==> src/rtl/por_rst_seq.sv <==
// POR receiver: synchronises the POR pulse, qualifies it by width, and releases
// NUM_DOM active-low domain resets in order, keeping sticky status for debug.
`timescale 1ns/1ps
module por_rst_seq #(
    parameter int SYNC_STAGES = 2,
    parameter int MIN_WIDTH   = 16,
    parameter int NUM_DOM     = 3,
    parameter int STAGE_DLY   = 8,
    parameter int WCNT_W      = 16
) (
    input  logic               osc_ck,
    input  logic               pwup_rsb,
    input  logic               por_in,
    input  logic               clr_stat,
    output logic [NUM_DOM-1:0] rstb_out,
    output logic               busy,
    output logic               por_seen,
    output logic               glitch_seen,
    output logic [WCNT_W-1:0]  por_width,
    output logic [7:0]         por_cnt
);

    localparam int DCNT_W = $clog2(NUM_DOM * STAGE_DLY + 1);
    localparam logic [WCNT_W-1:0] WCNT_MAX = '1;
    localparam logic [WCNT_W-1:0] WCNT_ONE = WCNT_W'(1);
    localparam logic [WCNT_W-1:0] MIN_W    = WCNT_W'(MIN_WIDTH);

    typedef enum logic [1:0] {
        ST_WAIT = 2'd0,
        ST_MEAS = 2'd1,
        ST_REL  = 2'd2,
        ST_RUN  = 2'd3
    } state_t;

    state_t               r_state, w_state_nxt;
    logic [SYNC_STAGES-1:0] r_sync;
    logic                 w_por_s;
    logic [WCNT_W-1:0]    r_wcnt, w_wcnt_nxt;
    logic [DCNT_W-1:0]    r_dcnt, w_dcnt_nxt, w_dcnt_inc;
    logic [NUM_DOM-1:0]   r_rstb, w_rstb_nxt, w_rel_mask;
    logic                 r_busy, w_busy_nxt;
    logic                 r_seen, w_seen_nxt;
    logic                 r_glitch, w_glitch_nxt;
    logic [WCNT_W-1:0]    r_width, w_width_nxt;
    logic [7:0]           r_cnt, w_cnt_nxt;

    function automatic logic [WCNT_W-1:0] sat_inc_w(input logic [WCNT_W-1:0] v);
        return (v == WCNT_MAX) ? v : v + WCNT_ONE;
    endfunction

    function automatic logic [7:0] sat_inc8(input logic [7:0] v);
        return (v == 8'hFF) ? v : v + 8'd1;
    endfunction

    always_ff @(posedge osc_ck or negedge pwup_rsb) begin
        if (!pwup_rsb) begin
            r_sync <= '0;
        end else begin
            r_sync <= {r_sync[SYNC_STAGES-2:0], por_in};
        end
    end

    assign w_por_s    = r_sync[SYNC_STAGES-1];
    assign w_dcnt_inc = r_dcnt + DCNT_W'(1);

    // Domain i is released once the post-increment count reaches (i+1)*STAGE_DLY.
    always_comb begin
        w_rel_mask = '0;
        for (int i = 0; i < NUM_DOM; i++) begin
            w_rel_mask[i] = (w_dcnt_inc >= DCNT_W'((i + 1) * STAGE_DLY));
        end
    end

    always_comb begin
        w_state_nxt  = r_state;
        w_wcnt_nxt   = r_wcnt;
        w_dcnt_nxt   = r_dcnt;
        w_rstb_nxt   = r_rstb;
        w_width_nxt  = r_width;
        w_seen_nxt   = clr_stat ? 1'b0 : r_seen;
        w_glitch_nxt = clr_stat ? 1'b0 : r_glitch;
        w_cnt_nxt    = clr_stat ? 8'd0 : r_cnt;
        case (r_state)
            ST_WAIT: begin
                w_rstb_nxt = '0;
                if (w_por_s) begin
                    w_state_nxt = ST_MEAS;
                    w_wcnt_nxt  = WCNT_ONE;
                end
            end
            ST_MEAS: begin
                w_rstb_nxt = '0;
                if (w_por_s) begin
                    w_wcnt_nxt = sat_inc_w(r_wcnt);
                end else begin
                    // A completing event overrides a coincident clr_stat.
                    w_state_nxt = ST_REL;
                    w_dcnt_nxt  = '0;
                    if (r_wcnt >= MIN_W) begin
                        w_width_nxt = r_wcnt;
                        w_cnt_nxt   = sat_inc8(clr_stat ? 8'd0 : r_cnt);
                        w_seen_nxt  = 1'b1;
                    end else begin
                        w_glitch_nxt = 1'b1;
                    end
                end
            end
            ST_REL: begin
                if (w_por_s) begin
                    w_state_nxt = ST_MEAS;
                    w_wcnt_nxt  = WCNT_ONE;
                    w_rstb_nxt  = '0;
                end else begin
                    w_dcnt_nxt = w_dcnt_inc;
                    w_rstb_nxt = w_rel_mask;
                    if (w_rel_mask[NUM_DOM-1]) begin
                        w_state_nxt = ST_RUN;
                    end
                end
            end
            ST_RUN: begin
                w_rstb_nxt = '1;
                if (w_por_s) begin
                    w_state_nxt = ST_MEAS;
                    w_wcnt_nxt  = WCNT_ONE;
                    w_rstb_nxt  = '0;
                end
            end
            default: begin
                w_state_nxt = ST_WAIT;
                w_rstb_nxt  = '0;
            end
        endcase
        w_busy_nxt = (w_state_nxt == ST_MEAS) || (w_state_nxt == ST_REL);
    end

    always_ff @(posedge osc_ck or negedge pwup_rsb) begin
        if (!pwup_rsb) begin
            r_state  <= ST_WAIT;
            r_wcnt   <= '0;
            r_dcnt   <= '0;
            r_rstb   <= '0;
            r_busy   <= 1'b0;
            r_seen   <= 1'b0;
            r_glitch <= 1'b0;
            r_width  <= '0;
            r_cnt    <= '0;
        end else begin
            r_state  <= w_state_nxt;
            r_wcnt   <= w_wcnt_nxt;
            r_dcnt   <= w_dcnt_nxt;
            r_rstb   <= w_rstb_nxt;
            r_busy   <= w_busy_nxt;
            r_seen   <= w_seen_nxt;
            r_glitch <= w_glitch_nxt;
            r_width  <= w_width_nxt;
            r_cnt    <= w_cnt_nxt;
        end
    end

    assign rstb_out    = r_rstb;
    assign busy        = r_busy;
    assign por_seen    = r_seen;
    assign glitch_seen = r_glitch;
    assign por_width   = r_width;
    assign por_cnt     = r_cnt;

endmodule

==> config.mk <==
export PLATFORM = sky130hd
export DESIGN_NAME = por_rst_seq
export DESIGN_NICKNAME = d
export VERILOG_FILES = /design/src/rtl/por_rst_seq.sv
export SDC_FILE = /design/constraint.sdc
export NUM_CORES = 1
export LEC_CHECK = 0
export ABC_CLOCK_PERIOD_IN_PS = 4400
export BUFFER_PORTS_ARGS = -buffer_cell sky130_fd_sc_hd__buf_2
export CAP_MARGIN = 40
export CORE_UTILIZATION = 44
export DETAILED_ROUTE_END_ITERATION = 6
export PLACE_DENSITY = 0.62
export SLEW_MARGIN = 20
export SYNTH_ARGS = -nofsm -noshare
export SYNTH_HDL_FRONTEND = slang
export SYNTH_SLANG_ARGS = --single-unit
==> constraint.sdc <==
create_clock -name osc_ck -period 4.4 [get_ports osc_ck]
set_clock_uncertainty 0.15 [all_clocks]
set_input_delay 0 -clock osc_ck [delete_from_list [all_inputs] [get_ports osc_ck]]
set_output_delay 0 -clock osc_ck [all_outputs]
set_load 0.02 [all_outputs]
Word level (Yosys, flattened, before mapping)
Cells that the tools add are included.
{ "classes": {"add_sub_neg": 3, "n_lt_le_gt_ge": 4, "n_eq_ne": 12, "mux": 28, "bitwise_logic": 1, "n_reduce_logical": 9} }
{ "op_table": {"columns": ["cell", "count"], "rows": [
  ["$mux W16", 3],
  ["$mux W8", 5],
  ["$pmux W16 S2", 1],
  ["$add A16 B1 Y16 const B", 1],
  ["$eq A16 B16 Y1 const B", 1],
  ["$ge A16 B5 Y1 const B", 1],
  ["$ge A5 B5 Y1 const B", 2],
  ["$mux W5", 2],
  ["$pmux W5 S2", 1],
  ["$pmux W3 S3", 1],
  ["$reduce_and A3 Y1", 3],
  ["$add A8 B1 Y8 const B", 1],
  ["$eq A8 B8 Y1 const B", 1],
  ["$mux W1", 8],
  ["$mux W2", 4],
  ["$ne A2 B2 Y1 const B", 4],
  ["$eq A2 B2 Y1 const B", 3],
  ["$mux W3", 2],
  ["$pmux W2 S3", 1],
  ["$add A5 B1 Y5 const B", 1],
  ["$ge A5 B4 Y1 const B", 1],
  ["$eq A2 B1 Y1 const B", 2],
  ["$reduce_or A2 Y1", 2],
  ["$reduce_or A3 Y1", 1],
  ["other kinds (5)", 5]
]} }
{ "totals": {"reg_bits": 55, "input_bits": 4, "output_inout_bits": 30, "word_cells": 67} }

Depth between registers and ports, before layout
{ "logic_depth": {"ltp_word": 7, "depth_mapped": 8, "mapped_depth_nobuf": 7} }

Least setup slack after synthesis
No wires, ideal clock.
{ "synth_path": {"path_type": "reg-to-reg", "startpoint": "register r_cnt[0], in the netlist por_cnt[0]", "endpoint": "register r_cnt[1], in the netlist por_cnt[1]", "t_arrival_ns": 1.879, "required_time_ns": 4.125, "path_slack_ns": 2.247, "stages_incl_launch_ff": 7, "period_less_slack_ns": 2.153, "cell_sequence": "dfrtp_1 nor2b_1 ha_1 nand3_1 nor4_1 nor2b_1 mux2_2"} }
{ "synth_between": {"elab_chain_len": 6, "elab_cells_between_ends": 7} }
{ "synth_rtl": {"columns": ["element", "line_no", "rtl"], "rows": [
  ["start: declaration", "45", "logic [7:0] r_cnt, w_cnt_nxt;"],
  ["start signal: assignment", "157", "r_cnt <= w_cnt_nxt;"],
  ["$mux W8 *", "101", "w_cnt_nxt = sat_inc8(clr_stat ? 8'd0 : r_cnt);"],
  ["$add A8 B1 Y8 or $eq A8 B8 Y1 (tied branches)", "52", "return (v == 8'hFF) ? v : v + 8'd1;"],
  ["$mux W8 *", "52", null],
  ["$mux W8 *", "99", "if (r_wcnt >= MIN_W) begin"],
  ["$mux W8 *", "93", "if (w_por_s) begin"],
  ["$mux W8 *", "83", "case (r_state)"],
  ["net w_cnt_nxt[1]", "45", null]
]} }
Mark *: on every way through the listed nets, which the timed path passes. The rest lies on a longest branch.
A chain may end at the register's enable or synchronous reset.

Worst setup path after layout
{ "layout_path": {"startpoint": "register r_state[1]", "endpoint": "register r_cnt[1], in the netlist por_cnt[1]"} }
{ "layout_between": {"elab_chain_len": 2} }
{ "layout_rtl": {"columns": ["element", "line_no", "rtl"], "rows": [
  ["start: declaration", "35", "state_t r_state, w_state_nxt;"],
  ["start signal: assignment", "149", "r_state <= w_state_nxt;"],
  ["$eq A2 B1 Y1", "83", null],
  ["$mux W8", "83", null],
  ["net w_cnt_nxt[1]", "45", null]
]} }
The timed path passes the listed nets, and every way through them passes these cells.

==> impl_metrics.toml <==
[status]
run_status = "completed"

[setup_path]
worstSetupEndpointType = "flip-flop"
critical_path_arrival_ns = 2.61
timing.critical_path.fanout_max = 23
timing.reg2reg.setup_slack_ns = 1.84
timing.reg2reg.worst_path_depth = 7
crit_chain = "inv_1, ha_1, nand2b_1, a31oi_2, buf_4, nor2b_1, mux2_2"
worst_path_max_delay_cell = "ha_1"
setup.worst_path.start_class = "flip-flop"
cp_top_family = "simple AND/OR/NAND/NOR gates"
required_ns = 4.45
crit-reg2reg-capture = "por_cnt[1]"
rr_startpoint = "r_state[1]"
worst-path-buf-inv = 2
timing.critical_path.slowest_cell_delay_ns = 0.44
path_class = "reg -> reg"

[logic_synthesis]
ys_top_cells_by_area = "dfrtp_1 53%, mux2_2 7.3%, o21ai_0 4.2%, ha_1 3.3%, nand2_1 3.0%"
synth_area_per_cell_um2 = 10.5
synthesis.area_um2 = 2620
synth_ff_type = "dfrtp_1"
synth_xor_area_share_pct = 3.01
synth_async_sr_flop_share_pct = 100
synth.distinct_cells = 42
seq_area_frac_synth_pct = 52.6
synth_enable_flop_cells = 0
synth_area_leader_cell = "dfrtp_1"
ys.warnings.count = 0
synth_compound_gate_area_share_pct = 12.2
synthSimpleGateAreaFrac_pct = 17.4
synthDominantCellAreaShare_pct = 52.6
syn-num-nets = 259
synth_fa_ha_area_share_pct = 3.35
combinational_family_with_the_most_area_after_synthesis = "simple AND/OR/NAND/NOR gates"
synth_seq_cells = 55
syn_inst = 248
synth.mux.area_fraction_pct = 8.47

[power]
p_int_uw = 749
seq_power_share_pct = 53.4
p_switching_uw = 350
sw_frac_of_total_pct = 31.9
p_comb_share_pct = 22.0
clockPowerShare_pct = 24.6
power_density_nw_per_um2 = 370
cellLeakagePower_nw = 1.46
ir_worst_vdd_uv = 207
design_power_total_mw = 1.10

[cts]
post_cts.resized_instances = 0
insertion_delay_ns = 0.31
cts.path.max_buffers = 2
cts_made_buffers = 5
clkTransAtPathRegs_ns = 0.10
htreeDepth = 2
clock_sink_count = 55
clock-root-buffer = "clkbuf_8"
cts_tree = "built"

[placement]
port_buffer_count = 33
pre_cts_slack_ns = 1.81
finalWeightedCongestion = 0.762
dpl.hpwl_mm = 3.38

[timing]
tightest_slew_ns = 0.675
min_period_ns = 2.56
clock.fmax_mhz = 391
final.hold.worst_slack_ns = 0.191
timing.final.ws_setup_ns = 1.84
slew-limit-headroom_pct = 55.0
rsz_0062_raised_after_global_routing = "no"
totalNegativeSetupSlack_ns = 0
report.final.setup_viol = 0
finalHoldViolCount = 0
slew_violations = 0
final_min_period_over_clock_period_pct = 58.2

[cells_and_area]
multiInputGateArea_um2 = 1170
antennaDiodeCount = 0
final_util_pct = 53.0
fraction_of_layout_instances_using_a_drive_strength_above_1_pct = 23.0
leading_cell_types_in_the_layout_fill_and_taps_excluded = "55 x dfrtp_1, 33 x buf_2, 22 x o21ai_0, 21 x nand2_1"
final_net_count = 297
final-seq-area_um2 = 1380
final_common_cell = "dfrtp_1"
num-fill-cells = 533
layout_stage_area_growth_over_the_synthesis_result_pct = 13.6

[worst_hold_path]
min_path_cells = 2
worstHoldEndpoint = "r_sync[0]"
hold_path_class = "in -> reg"
holdCritStartpoint = "por_in"

[detailed_routing]
drt-pass1-iter-count = 4
wl_per_cell_um = 13.7
number_of_remaining_drc_errors = 0
drt-initial-drc-count = 78
route.final.wire_length_mm = 4.90
ratio_of_routed_vias_to_standard_cells = 5.43
postRouteAntennaNets = 0
vias = 1951

[floorplanning]
die-height_um = 79.1
fp-row-count = 27
ioPinCount = 34
core_area_um2 = 5610
die_w_um = 79.1
floorplan.die_area_um2 = 6260
start_util_pct = 46.6

[grt]
grt_pass1_wl_mm = 8.71
grt.total_usage_pct = 17.7
grt_start_max_net_pins = 56
grt_antenna_before_repair = 0
grt.overflow.total = 0
first_global_vias = 1858

[flow_run]
cap_violations = 0
==> stage by stage <==
stage / area (um2) / cells
6_report: 2970 / 359
5_1_grt: 2970 / 359
4_1_cts: 2970 / 359
2_1_floorplan: 2620 / 248
3_3_place_gp: 2860 / 348
3_5_place_dp: 2860 / 348
==> worst reg2reg max path: stages (launching register included) <==
cell	delay [ns]
dfrtp_1	0.43
inv_1	0.07
ha_1	0.44
nand2b_1	0.15
a31oi_2	0.15
buf_4	0.30
nor2b_1	0.38
mux2_2	0.38
==> cell usage after synthesis, types with 7 or more instances <==
library cell  number
inv_1             11
ha_1               7
nand3_1           10
dfrtp_1           55
o21ai_0           22
mux2_2            17
nand2_1           21
nor3_1             7
nor2_1            17
==> power groups by stage <==
stage / clock (mW) / sequential, mW / combinational [mW]
after detailed placement: 0 / 0.597 / 0.243
after CTS: 0.277 / 0.587 / 0.246
after global placement: 0 / 0.596 / 0.241
final: 0.270 / 0.587 / 0.242
after floorplan: 0 / 0.605 / 0.163
after global routing: 0.294 / 0.595 / 0.279
==> cell families after synthesis <==
family | after synthesis
xor gates and xnor gates | 9
and+or+nand+nor | 88
muxes | 20
buffers and inverters | 19
adders and majority gates | 7
AOI/OAI and AO/OA | 50
DFF | 55
==> routing by layer <==
metal / GRT usage, % / share of wire (%) / up-vias
met4: 4.36 / 0.96 / 0
met1: 24.2 / 50 / 946
met5: 0 / 0 / -
met3: 3.79 / 3.3 / 5
met2: 28.6 / 46 / 33
li1: - / - / 967
==> cell type report <==
type / count / share of cell area (%)
clock buffers: 7 / 2.57
clock inverters: 1 / 0.168
inverters: 12 / 1.52
multi-input cells: 174 / 39.3
flip-flops and latches: 55 / 46.3
well taps: 72 / 3.03
repair buffers: 38 / 7.07
==> worst max path at each step <==
stage	slack, ns	cells after the start	to	from
6_report	1.84	7	por_cnt[1]	r_state[1]
5_1_grt	1.59	7	por_cnt[1]	r_state[1]
4_1_cts	1.78	7	por_cnt[1]	r_state[1]
3_5_place_dp	1.81	7	por_cnt[1]	r_state[1]
3_3_place_gp	1.92	7	por_cnt[1]	r_state[1]
2_1_floorplan	2.25	6	por_cnt[1]	por_cnt[0]
==> flip-flops by register name, summed over array words and instances, names as in the netlist <==
name,flops
busy,1
glitch_seen,1
por_cnt,8
por_seen,1
por_width,16
r_dcnt,5
r_state,2
r_sync,2
r_wcnt,16
rstb_out,3
==> repair_timing <==
| action | 4_1_cts | 5_1_grt |
|---|---|---|
| hold buffers | 3 | 0 |
| endpoints found under the hold margin | 64 | 0 |
| buffers inserted | 0 | 0 |
Power figures use the tool's default switching activity.
